[src/rtl/fetch_prefetch_stage.sv]
// Fetch stage: PC generation, pipelined IMEM requests, DEPTH-entry in-order prefetch queue, F/D register.
// An instruction reaches D two edges after its request handshake. Requests stop while the queue or in-flight budget is full.
module fetch_prefetch_stage #(
  parameter int unsigned     XLEN      = 32,
  parameter int unsigned     DEPTH     = 4,
  parameter logic [XLEN-1:0] RESET_PC  = 32'h0000_0000,
  parameter logic [XLEN-1:0] NOP_INSTR = 32'h0000_0013
) (
  input  logic            clk,
  input  logic            rst,
  input  logic            StallF,
  input  logic            PCSrcE,
  input  logic [XLEN-1:0] PCTargetE,
  output logic            imem_req_valid,
  input  logic            imem_req_ready,
  output logic [XLEN-1:0] imem_addr,
  input  logic            imem_rsp_valid,
  input  logic [XLEN-1:0] imem_rsp_data,
  output logic [XLEN-1:0] InstrD,
  output logic [XLEN-1:0] PCD,
  output logic [XLEN-1:0] PCPlus4D,
  output logic            ValidD
);

  localparam int unsigned    AW      = $clog2(DEPTH);
  localparam int unsigned    CW      = AW + 1;
  localparam logic [CW-1:0]  DEPTH_C = CW'(DEPTH);

  logic [XLEN-1:0]  pc_q, pc_d;
  logic [AW-1:0]    alloc_ptr_q, alloc_ptr_d;
  logic [AW-1:0]    fill_ptr_q, fill_ptr_d;
  logic [AW-1:0]    head_ptr_q, head_ptr_d;
  logic [CW-1:0]    alloc_cnt_q, alloc_cnt_d;
  logic [CW-1:0]    inflight_q, inflight_d;
  logic [CW-1:0]    drop_q, drop_d;
  logic [DEPTH-1:0] filled_q, filled_d;
  logic [XLEN-1:0]  pc_mem    [DEPTH];
  logic [XLEN-1:0]  instr_mem [DEPTH];

  logic [XLEN-1:0]  instr_fd_q, instr_fd_d;
  logic [XLEN-1:0]  pc_fd_q, pc_fd_d;
  logic [XLEN-1:0]  pc4_fd_q, pc4_fd_d;
  logic             valid_fd_q, valid_fd_d;

  logic push, pop, head_filled, rsp_fill, rsp_drop;

  assign imem_req_valid = rst && !PCSrcE && (alloc_cnt_q < DEPTH_C) && (inflight_q < DEPTH_C);
  assign imem_addr      = pc_q;
  assign push           = imem_req_valid && imem_req_ready;
  assign head_filled    = filled_q[head_ptr_q];
  assign pop            = head_filled && !StallF && !PCSrcE;
  assign rsp_drop       = imem_rsp_valid && (drop_q != '0);
  assign rsp_fill       = imem_rsp_valid && (drop_q == '0) && !PCSrcE;

  always_comb begin
    pc_d        = pc_q;
    alloc_ptr_d = alloc_ptr_q;
    fill_ptr_d  = fill_ptr_q;
    head_ptr_d  = head_ptr_q;
    alloc_cnt_d = alloc_cnt_q;
    inflight_d  = inflight_q + CW'(push) - CW'(imem_rsp_valid);
    drop_d      = drop_q;
    filled_d    = filled_q;
    instr_fd_d  = instr_fd_q;
    pc_fd_d     = pc_fd_q;
    pc4_fd_d    = pc4_fd_q;
    valid_fd_d  = valid_fd_q;

    if (PCSrcE) begin
      // Every response still outstanding after this cycle belongs to the old path.
      pc_d        = {PCTargetE[XLEN-1:2], 2'b00};
      alloc_ptr_d = '0;
      fill_ptr_d  = '0;
      head_ptr_d  = '0;
      alloc_cnt_d = '0;
      filled_d    = '0;
      drop_d      = inflight_q - CW'(imem_rsp_valid);
      instr_fd_d  = NOP_INSTR;
      pc_fd_d     = '0;
      pc4_fd_d    = '0;
      valid_fd_d  = 1'b0;
    end else begin
      if (push) begin
        pc_d        = pc_q + XLEN'(4);
        alloc_ptr_d = alloc_ptr_q + 1'b1;
      end
      alloc_cnt_d = alloc_cnt_q + CW'(push) - CW'(pop);
      if (rsp_drop) begin
        drop_d = drop_q - 1'b1;
      end
      if (rsp_fill) begin
        filled_d[fill_ptr_q] = 1'b1;
        fill_ptr_d           = fill_ptr_q + 1'b1;
      end
      if (pop) begin
        filled_d[head_ptr_q] = 1'b0;
        head_ptr_d           = head_ptr_q + 1'b1;
        instr_fd_d           = instr_mem[head_ptr_q];
        pc_fd_d              = pc_mem[head_ptr_q];
        pc4_fd_d             = pc_mem[head_ptr_q] + XLEN'(4);
        valid_fd_d           = 1'b1;
      end else if (!StallF) begin
        instr_fd_d = NOP_INSTR;
        pc_fd_d    = '0;
        pc4_fd_d   = '0;
        valid_fd_d = 1'b0;
      end
    end
  end

  // Entry payloads need no reset: the filled bits gate every read.
  always_ff @(posedge clk) begin
    if (push) begin
      pc_mem[alloc_ptr_q] <= pc_q;
    end
    if (rsp_fill) begin
      instr_mem[fill_ptr_q] <= imem_rsp_data;
    end
  end

  always_ff @(posedge clk or negedge rst) begin
    if (!rst) begin
      pc_q        <= RESET_PC;
      alloc_ptr_q <= '0;
      fill_ptr_q  <= '0;
      head_ptr_q  <= '0;
      alloc_cnt_q <= '0;
      inflight_q  <= '0;
      drop_q      <= '0;
      filled_q    <= '0;
      instr_fd_q  <= NOP_INSTR;
      pc_fd_q     <= '0;
      pc4_fd_q    <= '0;
      valid_fd_q  <= 1'b0;
    end else begin
      pc_q        <= pc_d;
      alloc_ptr_q <= alloc_ptr_d;
      fill_ptr_q  <= fill_ptr_d;
      head_ptr_q  <= head_ptr_d;
      alloc_cnt_q <= alloc_cnt_d;
      inflight_q  <= inflight_d;
      drop_q      <= drop_d;
      filled_q    <= filled_d;
      instr_fd_q  <= instr_fd_d;
      pc_fd_q     <= pc_fd_d;
      pc4_fd_q    <= pc4_fd_d;
      valid_fd_q  <= valid_fd_d;
    end
  end

  assign InstrD   = instr_fd_q;
  assign PCD      = pc_fd_q;
  assign PCPlus4D = pc4_fd_q;
  assign ValidD   = valid_fd_q;

endmodule

[config.mk]
export PLATFORM = sky130hd
export DESIGN_NAME = fetch_prefetch_stage
export DESIGN_NICKNAME = d
export VERILOG_FILES = /design/src/rtl/fetch_prefetch_stage.sv
export SDC_FILE = /design/constraint.sdc
export NUM_CORES = 1
export LEC_CHECK = 0
export BUFFER_PORTS_ARGS = -buffer_cell sky130_fd_sc_hd__buf_2
export CAP_MARGIN = 20
export CORE_MARGIN = 2
export CORE_UTILIZATION = 52
export DETAILED_ROUTE_END_ITERATION = 6
export HOLD_SLACK_MARGIN = 0.02
export PLACE_DENSITY = 0.84
export SYNTH_ARGS = -nofsm -noshare
export SYNTH_HDL_FRONTEND = slang
export SYNTH_SLANG_ARGS = --single-unit
[constraint.sdc]
create_clock -name clk -period 3.1 [get_ports clk]
set_input_delay 0.62 -clock clk [delete_from_list [all_inputs] [get_ports clk]]
set_output_delay 0.62 -clock clk [all_outputs]
set_load 0.01 [all_outputs]
Word level (Yosys, flattened, before mapping)
Memory sizes are Yosys's and may differ from the RTL's.
Index checks and enable logic that the tools add are counted.
Storage, ports and cells
  output and inout port bits: 130
  memory bits (writable): 256
  memories kept: 2
  logic and storage cells: 90
  flip-flop bits (word level): 148
Memory list
  instr_mem: words 4, width 32, read ports 1, clocked after Yosys merged registers in 0, wr ports 1, line 38  | logic [XLEN-1:0] instr_mem [DEPTH];
  pc_mem: words 4, width 32, read ports 1, clocked after Yosys merged registers in 0, wr ports 1, line 37  | logic [XLEN-1:0] pc_mem [DEPTH];
Cells by class
  $add $sub $neg: 11
  equality and inequality tests: 1
  mux-type cells: 36
  reduce and logical (&&, ||, !) cells: 19
  bitwise gates (word level): 3
  magnitude comparators: 6
Operator list (number)
  32-bit 2-to-1 mux: 10
  32-bit by 3-bit adder with 32-bit output, second input constant: 2
  4-bit 2-to-1 mux: 4
  2-bit 2-to-1 mux: 6
  1-bit logical AND: 11
  1-bit 2-to-1 mux: 10
  3-bit 2-to-1 mux: 3
  3-bit by 1-bit subtractor with 3-bit output: 3
  2-bit nonzero test: 4
  2-bit by 1-bit adder with 2-bit output, second input constant: 3
  3-bit by 1-bit adder with 3-bit output: 2
  2-bit by 3-bit less-than comparator with 1-bit output, second input constant: 2
  3-bit less-than comparator, second input constant: 2
  4-bit bitwise AND: 1
  1-bit demux with 2-bit select: 2
  2-bit by 1-bit greater-or-equal comparator with 1-bit output, second input constant: 2
  4-bit inverter: 1
  4-bit bitwise OR: 1
  3-bit zero test: 1
  3-bit by 1-bit != test with 1-bit output, second input constant: 1
  3-bit nonzero test: 1
  3-bit by 1-bit subtractor with 3-bit output, second input constant: 1
  1-bit binary-select mux with 2-bit select: 1
  1-bit zero test: 2

Depth between registers and ports, before layout
  word-level depth: 10
  mapped depth: 14
  gate-level depth less buffers: 11

Worst setup path after synthesis
Ideal clock, no wire load.
  path kind: input-to-reg
  from: input port PCSrcE
  to: register alloc_cnt_q[2]
  arrival: 2.923 ns
  stages on the path: 13
  slack: 0.046 ns
  library setup time: 0.132 ns
  path buffers: 3
  cells stage by stage: nor4b_2 -> and2_1 -> buf_2 -> inv_2 -> clkbuf_1 -> clkbuf_1 -> ha_1 -> inv_1 -> ha_1 -> inv_1 -> fa_1 -> xnor2_1 -> nor2_1
On the way
  longest elaborated chain between the ends: 8
  elaborated cells on any way between the ends: 9
RTL lines
  start, declared: line 12  | input logic PCSrcE,
  1-bit zero test: line 47, 51
  1-bit logical AND (3 in a row): line 47  | assign imem_req_valid = rst && !PCSrcE && (alloc_cnt_q < DEPTH_C) && (inflight_q < DEPTH_C);
  1-bit logical AND: line 49  | assign push = imem_req_valid && imem_req_ready;
  3-bit by 1-bit adder with 3-bit output: line 87  | alloc_cnt_d = alloc_cnt_q + CW'(push) - CW'(pop);
  3-bit by 1-bit subtractor with 3-bit output: line 87
  3-bit 2-to-1 mux *: line 69  | if (PCSrcE) begin
  net alloc_cnt_d[2]: line 33  | logic [CW-1:0] alloc_cnt_q, alloc_cnt_d;
  end signal, assigned: line 140  | alloc_cnt_q <= alloc_cnt_d;
  end, declared: line 33
The timed path passes the listed nets; every way through them passes the cells marked *.
A chain may end at the register's enable or synchronous reset.

Worst setup path in the final report
  from: register head_ptr_q[0]
  to: register pc4_fd_q[30] (netlist: PCPlus4D[30])
On the way
  longest elaborated chain between the ends: 6
  elaborated cells on any way between the ends: 9
RTL lines
  start, declared: line 32  | logic [AW-1:0] head_ptr_q, head_ptr_d;
  start signal, assigned: line 139  | head_ptr_q <= head_ptr_d;
  parallel branches: the longest is 6 deep, another holds memory read 4 x 32 bit
  end signal, assigned: line 146  | pc4_fd_q <= pc4_fd_d;
  end, declared: line 42  | logic [XLEN-1:0] pc4_fd_q, pc4_fd_d;
Parallel ways; which one is timed is not known. The select of a mux whose other input is x is not followed.

==> metrics.cfg <==
[status]
outcome=complete, no violations

[yosys]
avgSynthCellArea_sq_um=16.2
synthFlopType=edfxtp_1
synth_adder_area_share=0.0198
synth_mux_area_frac=0.0924
synth_compound_area_frac=0.0776
synthSimpleGateAreaFrac=0.0702
synth_edf_count=248
async_reset_ff_frac=0.366
yosysSeqAreaShare=0.693
synth.distinct_cells=58
synth-seq-cells=391
synthCells=983
syn_area_sq_um=15900
synth_top_family_by_area=multiplexers
synth-warning-count=0
synth_xor_area_frac=0.0204

[global_routing]
grt_pass1_vias=9495
grt_busiest_layer=met2
antenna_found_initial=2
gr-usage-met1=0.310
grt_max_degree=68
groute.usage.overall=0.219
use_met2=0.350
grt_use_met3=0.0380
grt_overflow=0
grt_first_pass_wirelength_mm=53.5

[sta]
max-slew-margin-rel=0.405
finalHoldViolCount=0
tightest_slew_ns=0.892
finalSetupViolations=0
fin_worst_skew_ns=0.0192
period_share=0.852
rsz0062_at_grt=no
holdWs_ns=0.147
period_minus_slack_ns=2.64
drv_slew=0
final.setup.tns_ns=0
fmax_ghz=0.378

[power_and_ir_drop]
p_switching_w=0.00282
combPwrFrac=0.096
clkPwrFrac=0.398
peakVddDrop_uv=327
p_leak_nw=7.38
powerDensity_nw_per_um2=639
internal_power_w=0.00913
switching_share=0.236
power_frac_seq=0.507

[critical_path]
rrSetupSlack_ns=0.46
required_ns=3.50
startpoint_type=register
crit_chain=buf_12 > mux4_1 > ha_1 > and3_1 > nand4_4 > nor3_1 > xnor2_1 > o21ai_1
cp_max_fo=30
crit_slowest_cell=dfrtp_4
cpPeakStageDelay_ns=0.50
critPathKind=register to register
crit_path_end_kind=register
worstPathArrival_ns=3.04

[routing]
dr.pass1.iters=5
wl_mm=35.3
vias_per_cell=5.90
final_antenna_net_count=0
drc_errors=0
vias=9563
wl_per_cell_um=21.8
drt_iter0_drc=864

[clock_tree]
numCtsBuffers=39
clock_latency_ns=0.53
path_clk_slew_ns=0.06
cts_sinks=391
htreeDepth=2
root_buffer=clkbuf_16
cts_tree=built
clk_path_buf_depth=3
cts_setup_buffers=0
ctsResizeCount=0
postCtsHoldBufs=0

[floorplanning]
initial_utilization=0.525
core_area_sq_um=30300
die_h_um=179
rows=64
io_pins=200
die-area_sq_um=32000
die_x_um=179

[cells_and_area]
nFillCells=2136
fin_nets=1286
drive_gt1_frac=0.307
area_growth_pct=17.4
final_common_cell=edfxtp_1
final_cell_mix=edfxtp_1 (248), buf_2 (194), dfrtp_1 (138), nand2_1 (77), a22o_1 (58)

[placed_design]
portBuffers=195
place.detailed.hpwl_mm=22.1
gp_congestion=0.805

[job]
cap_violations=0

[min_path]
hp-class=input port to async pin

## final timing paths
check,start,end,cells after the start
max,head_ptr_q[0],PCPlus4D[30],8
min,rst,PCD[3],2
max reg2reg,head_ptr_q[0],PCPlus4D[30],8
min reg2reg,PCPlus4D[2],PCPlus4D[2],2
max in group asynchronous,rst,InstrD[5],3
min in group clk,imem_rsp_data[20],instr_mem[1][20],1
## synthesized netlist by cell type (9+ instances only)
cell type	number	area [sq um]
nand2_1	77	289
edfxtp_1	248	7450
o311ai_0	13	114
mux4_2	57	1280
a31oi_1	11	68.8
o21ai_0	49	245
inv_1	25	93.8
dfrtp_1	140	3500
nor2_1	26	97.6
buf_2	17	85.1
and3_1	17	106
xnor2_1	26	228
clkbuf_1	26	97.6
o21ai_1	11	55.1
buf_4	9	67.6
and2_1	10	62.6
a221o_1	11	110
nand3_1	19	95.1
ha_1	22	275
a22o_1	58	508
xor2_1	11	96.3
## power by group through the flow
stage | sequential [W] | combinational [W] | clock (W)
6_report | 0.00605 | 0.00114 | 0.00475
5_1_grt | 0.00608 | 0.00127 | 0.00502
4_1_cts | 0.00605 | 0.00115 | 0.00481
3_5_place_dp | 0.00615 | 0.00115 | 0
3_3_place_gp | 0.00612 | 0.00110 | 0
2_1_floorplan | 0.00612 | 0.000701 | 0
## worst max-delay path: cells and delay by family, from the launching register on
family                     cells  cell delay, ns
buffers and inverters          1            0.20
AOI/OAI and AO/OA              1            0.07
DFF                            1            0.50
and+or+nand+nor                3            0.87
muxes                          1            0.47
xor gates and xnor gates       1            0.16
adders and majority gates      1            0.21
## through the flow
step           instances  setup slack (ns)  power [W]  instance area (sq um)   util
4_1_cts             1618             0.463     0.0120                  18700  0.616
3_5_place_dp        1546             0.408    0.00729                  17400  0.573
2_1_floorplan        984            0.0458    0.00682                  15900      -
5_1_grt             1620             0.337     0.0124                  18700  0.616
3_3_place_gp        1546             0.455    0.00723                  17400  0.573
6_report            1621             0.457     0.0119                  18700  0.616
## metal layers
| metal | wire (um) | vias to the layer above |
|---|---|---|
| met1 | 14800 | 4875 |
| met4 | 974 | 0 |
| met5 | 0 | - |
| met3 | 2400 | 67 |
| met2 | 17100 | 406 |
| li1 | - | 4215 |
## flip-flops by register name, summed over array words and instances, names as in the netlist, 4 cells and up
name and cells:
instr_mem 128, pc_mem 120, InstrD 32, PCD 31
PCPlus4D 30, imem_addr 30, filled_q 4
## area by class of cell
class                   count  area (sq um)  area share
inverters                  27           101     0.00542
flip-flops and latches    391         11000       0.590
diodes                      2          5.00    0.000268
well taps                 396           495      0.0265
repair buffers            228          1280      0.0684
clock inverters            18           208      0.0111
multi-input cells         505          4480       0.240
clock buffers              54          1090      0.0585
## cells by family (layout without fill, tap and decap cells)
family,after synthesis,after routing
AO/OA/AOI/OAI,172,172
adder cells (fa/ha/maj),24,24
other,1,4
multiplexers,66,66
flip-flops,391,391
AND/OR/NAND/NOR,204,204
XOR/XNOR,37,37
buffers and inverters,88,327
Note: power is estimated with default switching activity, not from simulation.
